===== src/rtl/vending_pkg.sv =====
// vending_pkg: shared state encoding, price table and selection widths for the vending controller.
package vending_pkg;
   typedef enum logic [1:0] {IDLE, CREDIT, DONE} state_t;
   localparam int LETTER_W = 2;
   localparam int NUMBER_W = 2;
   localparam int SEL_W = LETTER_W + NUMBER_W;
   localparam int TIMEOUT_DEFAULT = 16;
   localparam logic [15:0] BASE_A = 16'd100;
   localparam logic [15:0] BASE_B = 16'd125;
   localparam logic [15:0] BASE_C = 16'd150;
   localparam logic [15:0] BASE_D = 16'd175;
   localparam logic [15:0] PRICE_STEP = 16'd25;
   function automatic logic [1:0] enc4(input logic [3:0] v);
      return v[3] ? 2'd3 : v[2] ? 2'd2 : v[1] ? 2'd1 : 2'd0;
   endfunction
   function automatic logic [15:0] base_price(input logic [LETTER_W-1:0] l);
      return l == 2'd0 ? BASE_A : l == 2'd1 ? BASE_B : l == 2'd2 ? BASE_C : BASE_D;
   endfunction
endpackage


===== src/rtl/vend_select_decode.sv =====
// vend_select_decode: turns the letter/number switch levels into a validity flag, indices and price.
module vend_select_decode
   import vending_pkg::*;
(
   input  logic [3:0]          letters,
   input  logic [3:0]          numbers,
   output logic                valid,
   output logic                any_pressed,
   output logic [LETTER_W-1:0] letter_idx,
   output logic [NUMBER_W-1:0] number_idx,
   output logic [15:0]         price
);
   assign letter_idx = enc4(letters);
   assign number_idx = enc4(numbers);
   assign any_pressed = |{letters, numbers};
   // no number switch decodes as number 1, so zero numbers is still valid
   assign valid = ($countones(letters) == 1) && ($countones(numbers) <= 1);
   assign price = base_price(letter_idx) + PRICE_STEP * {14'd0, number_idx};
endmodule


===== config.mk =====
export PLATFORM = sky130hd
export DESIGN_NAME = vend_select_decode
export DESIGN_NICKNAME = d
export VERILOG_FILES = /design/src/rtl/vending_pkg.sv /design/src/rtl/vend_select_decode.sv
export SDC_FILE = /design/constraint.sdc
export NUM_CORES = 1
export LEC_CHECK = 0
export CAP_MARGIN = 10
export CORE_AREA = 2 2 39 41
export DETAILED_ROUTE_END_ITERATION = 7
export DIE_AREA = 0 0 41 43
export DONT_BUFFER_PORTS = 1
export PLACE_DENSITY_LB_ADDON = 0.05
export SETUP_SLACK_MARGIN = 0.2
export SYNTH_ARGS = -nofsm -noshare
export SYNTH_HDL_FRONTEND = slang
export SYNTH_SLANG_ARGS = --single-unit

===== constraint.sdc =====
create_clock -name vclk -period 6.3
set_input_delay 0.945 -clock vclk [all_inputs]
set_output_delay 0.945 -clock vclk [all_outputs]
set_load 0.05 [all_outputs]

==> results of run 1 <==
==> cell usage in the layout, fill, tap and decap left out, drive strengths merged, types with 2 or more instances in the layout <==
master / netlist / final
inv: 17 / 17
ha: 12 / 12
conb: 1 / 7
nor2: 4 / 4
o21ai: 4 / 4
fa: 4 / 4
buf: 7 / 4
xnor2: 3 / 3
a21oi: 2 / 2
==> layout make-up <==
cell class / instances / share of cell area [%]
Inverter: 18 / 11.9
Multi-Input combinational cell: 49 / 79.3
Tap cell: 16 / 3.52
Timing Repair Buffer: 4 / 5.29
==> critical path: cells and delay by family <==
family | cells | cell delay, ns
AOI/OAI and AO/OA | 2 | 0.99
adders and majority gates | 3 | 1.16
buffers and inverters | 2 | 0.27
and+or+nand+nor | 1 | 0.26
==> final timing paths <==
path                            end  slack (ns)  depth (start not counted)
worst max-delay path       price[6]        1.73                          8
worst min-delay path  number_idx[0]        2.13                          2
==> cells by family after synthesis <==
family,Yosys count
buf+inv,25
fa+ha+maj,16
compound gates,13
simple gates,8
xor+xnor,4
mux,1
other cells,1
==> routing by layer <==
layer	vias to the layer above	share of wire [%]	track usage [%]
met1	195	46	20.5
met3	0	4.5	0
li1	216	-	-
met4	0	0	0
met5	-	0	0
met2	12	50	17.8
==> power groups by stage <==
stage	Clock [mW]	Sequential, mW	Combinational [mW]
floorplan	0	0	0.125
global placement	0	0	0.143
detailed placement	0	0	0.143
CTS	0	0	0.143
global route	0	0	0.151
finish	0	0	0.143
==> results.yml, run 1 <==
outcome:
  status: "finished clean"
pwr:
  clockPowerShare_pct: 0
  net-switching-power_mw: 0.106
  worst_ir_drop_vdd_v: 0.0000973
  power_report.internal_total_mw: 0.0367
  sequential_cell_fraction_of_total_power_pct: 0
  report.power.total_mw: 0.143
  power_per_cell_area_nw_per_um2: 251
  power_leakage_nw: 0.320
  power.switching_fraction_pct: 74.2
  p_comb_share_pct: 100.0
timing:
  final.setup.worst_slack_ns: 1.73
  rsz0062_at_grt: "no"
  period_share_pct: 72.6
  tns_ns: 0
  timing.final.max_slew_violations: 0
  fmaxAchievable_mhz: 219
  hold_violations: 0
  setup_viol_count_final: 0
  worst_slew_pin_slew_ns: 1.08
  hold-worst-slack_ns: 2.13
  finalWorstPathRequiredPeriod_ns: 4.57
  timing.max_slew.rel_slack_pct: 27.8
worst_setup_path:
  path_class: "input port to output pin"
  critical_path.most_common_cell: "sky130_fd_sc_hd__ha_1"
  crit_fanout: 5
  required_time_reported_for_the_critical_path_endpoint_ns: 5.35
  cpPeakStageDelay_ns: 0.82
  critPathCaptureType: "output pin"
  setup_crit_start: "letters[3]"
  critical_path.cell_chain: "nor2_1 -> inv_2 -> ha_1 -> fa_1 -> inv_1 -> ha_1 -> o211a_1 -> o311ai_2"
  cp_data_arrival_time_ns: 3.63
  crit_path_top_delay_cell: "sky130_fd_sc_hd__o311ai_2"
  worstSetupStartpointType: "input port"
floorplan:
  design.core.area_um2: 1380
  floorplan.die_area_um2: 1760
  die_width_um: 41
  die-height_um: 43
  rows: 14
  pin_count: 30
  initial_core_util_pct: 39.1
placed_design:
  placedInstanceArea_um2: 568
  place_congestion: 0.676
  io_buffer_count: 0
  detailed_place_hpwl_um: 863
  placedCellCount: 87
  dp_worst_setup_slack_ns: 1.70
global_routing:
  grt_pass1_vias: 360
  global_route.usage.total_pct: 12.1
  wire_length_of_the_first_global_routing_pass_um: 1610
  gr-total-overflow: 0
  antenna_found_initial: 0
  grt_start_max_net_pins: 7
synthesis:
  synth_top_area_share_pct: 27.8
  ys.warnings.count: 0
  synth_commonest_cells: "sky130_fd_sc_hd__inv_1, sky130_fd_sc_hd__ha_1, sky130_fd_sc_hd__buf_4"
  syn-cell-area_um2: 541
  yosys.area.top_type: "sky130_fd_sc_hd__ha_1"
  avgSynthCellArea_um2: 7.95
  synthMostInstantiatedCell: "sky130_fd_sc_hd__inv_1"
  yosys.area_share.simple_pct: 8.33
  synth_sequential_area_ratio_pct: 0
  synth_top_family_by_area: "adder cells"
  yosys.area_share.adder_pct: 42.6
  synth_compound_gate_area_share_pct: 17.8
  synthXorXnorAreaFrac_pct: 6.48
  synth_cell_types: 24
  post_synth_main_area_contributors: "sky130_fd_sc_hd__ha_1, sky130_fd_sc_hd__fa_1, sky130_fd_sc_hd__inv_1"
  post_synth_mux_area_share_pct: 1.85
  syn_inst: 68
detailed_routing:
  dr.pass1.iters: 2
  post_drt_wl_per_cell_um: 11.0
  drt_first_iter_violations: 2
  postRouteAntennaNets: 0
  via_count: 423
  post_drt_via_cell_ratio: 4.86
  drt_drc_violations_left: 0
  finalWirelength_um: 957
finish:
  total_nets_final: 97
  numSequentialCells: 0
  layout.filler_cells: 156
  stdcell_area_um2: 568
  final_core_util_pct: 41.0
  area_occupied_by_multi_input_gates_um2: 450
  area.growth.synth_to_final_pct: 5.09
  drive_above_1_share_pct: 12.7
  seq_area_um2: 0
  clock_buffer_count: 0
  post_layout_nonfiller_instances: 87
  antenna_cells_inserted: 0
clock_tree:
  post-cts-setup-buffer-count: 0
  cts.repair.resized: 0
  hold_bufs_at_cts: 0
worst_hold_path:
  hold_path.class: "input port to output pin"
  hold_start: "numbers[2]"
flow_run:
  cap_violations: 0
Note: power is estimated with default switching activity, not from simulation.
==> run 2: changes to the inputs <==
==> constraint.sdc (replaced) <==
create_clock -name vclk -period 4.06
set_input_delay 0.609 -clock vclk [all_inputs]
set_output_delay 0.609 -clock vclk [all_outputs]
set_load 0.05 [all_outputs]
==> run 2 against run 1 <==
Count of clock-buffer cells in the layout unchanged. Largest cell class unchanged. Critical endpoint is now price[7]. Hold slack lost 0.67 ns. Power rose by 68%. Die area unchanged. Largest power group unchanged.
==> results.yml, run 2 (synthesis gave the netlist of run 1 again) <==
finish:
  numSequentialCells: 0
  area.growth.synth_to_final_pct: 14.8
  mostFrequentLayoutCells: "sky130_fd_sc_hd__inv_1, sky130_fd_sc_hd__ha_1, sky130_fd_sc_hd__buf_4, sky130_fd_sc_hd__conb_1"
  layout.filler_cells: 161
  final_core_util_pct: 44.8
  antenna_cells_inserted: 0
  final_common_cell: "sky130_fd_sc_hd__inv_1"
  total_nets_final: 102
  drive_above_1_share_pct: 22.4
  seq_area_um2: 0
  clock_buffer_count: 0
pwr:
  clockPowerShare_pct: 0
  sequential_cell_fraction_of_total_power_pct: 0
  p_comb_share_pct: 100.0
  power_per_cell_area_nw_per_um2: 387
  power_leakage_nw: 0.351
  power.switching_fraction_pct: 69.8
  worst_ir_drop_vdd_v: 0.000167
  power_report.internal_total_mw: 0.0725
  net-switching-power_mw: 0.167
outcome:
  status: "finished clean"
clock_tree:
  cts.repair.resized: 0
  post-cts-setup-buffer-count: 0
  hold_bufs_at_cts: 0
worst_hold_path:
  hold_start: "numbers[2]"
  hold_path.class: "input port to output pin"
detailed_routing:
  drt_first_iter_violations: 0
  drt_drc_violations_left: 0
  via_count: 419
  post_drt_via_cell_ratio: 4.55
  route.met2.wl_um: 451
  dr.max_layer_used: "met3"
  postRouteAntennaNets: 0
  dr.pass1.iters: 1
  detail_route.wirelength.met1_um: 447
  met3WireLength_um: 50
  finalWirelength_um: 949
  post_drt_wl_per_cell_um: 10.3
worst_setup_path:
  path_class: "input port to output pin"
  critPathCaptureType: "output pin"
  cp_data_arrival_time_ns: 2.94
  setup_crit_start: "letters[3]"
  crit_fanout: 5
  worstSetupStartpointType: "input port"
  required_time_reported_for_the_critical_path_endpoint_ns: 3.45
floorplan:
  floorplan.die_area_um2: 1760
  pin_count: 30
  die_width_um: 41
  die-height_um: 43
  rows: 14
  initial_core_util_pct: 39.1
  design.core.area_um2: 1380
timing:
  hold_violations: 0
  fmaxAchievable_mhz: 282
  rsz0062_at_grt: "no"
  worst_slew_pin_slew_ns: 0.616
  final.setup.worst_slack_ns: 0.513
  timing.max_slew.rel_slack_pct: 58.8
  finalWorstPathRequiredPeriod_ns: 3.55
  setup_viol_count_final: 0
  tns_ns: 0
  period_share_pct: 87.4
  timing.final.max_slew_violations: 0
global_routing:
  grt_pass1_vias: 409
  grt_start_max_net_pins: 7
  antenna_found_initial: 0
  wire_length_of_the_first_global_routing_pass_um: 1640
  gr-total-overflow: 0
  global_route.usage.total_pct: 12.7
flow_run:
  cap_violations: 0
placed_design:
  io_buffer_count: 0
  place_congestion: 0.707
  dp_worst_setup_slack_ns: 0.482
  detailed_place_hpwl_um: 890
## run 2: layer usage
metal / GRT usage (%) / vias to the layer above
li1: - / 225
met1: 18.6 / 179
met2: 21.6 / 15
met3: 0 / 0
met4: 0 / 0
met5: 0 / -
## run 2: final cells by class
class / count / area (um2) / area share [%]
inverter: 18 / 67.6 / 10.9
multi-input combinational: 49 / 465 / 75.0
tap: 16 / 20.0 / 3.23
timing repair buffer: 9 / 67.6 / 10.9
## run 2: worst max-delay path, cell delays in order
cell and delay, ns:
sky130_fd_sc_hd__nor2_1 0.15, sky130_fd_sc_hd__inv_2 0.19, sky130_fd_sc_hd__ha_1 0.35, sky130_fd_sc_hd__fa_1 0.48
sky130_fd_sc_hd__inv_1 0.04, sky130_fd_sc_hd__ha_1 0.32, sky130_fd_sc_hd__and4_4 0.17, sky130_fd_sc_hd__a221oi_2 0.28
sky130_fd_sc_hd__xnor2_2 0.14, sky130_fd_sc_hd__buf_4 0.21
## run 2: path summary, 6_finish.rpt
path / cells past startpoint / to
min: 2 / number_idx[0]
max: 10 / price[7]
## run 2: power groups by stage
stage | Combinational [mW] | Clock, mW | Sequential [mW]
6_report | 0.240 | 0 | 0
3_5_place_dp | 0.242 | 0 | 0
3_3_place_gp | 0.241 | 0 | 0
2_1_floorplan | 0.201 | 0 | 0
4_1_cts | 0.242 | 0 | 0
5_1_grt | 0.257 | 0 | 0
## run 2: stage by stage
stage	cell area [um2]	instances	power (mW)	hold WS [ns]
after detailed placement	621	92	0.242	1.46
after global placement	621	92	0.241	1.46
after global routing	621	92	0.257	1.47
after CTS	621	92	0.242	1.47
final	621	92	0.240	1.46
after floorplan	586	74	0.201	1.40
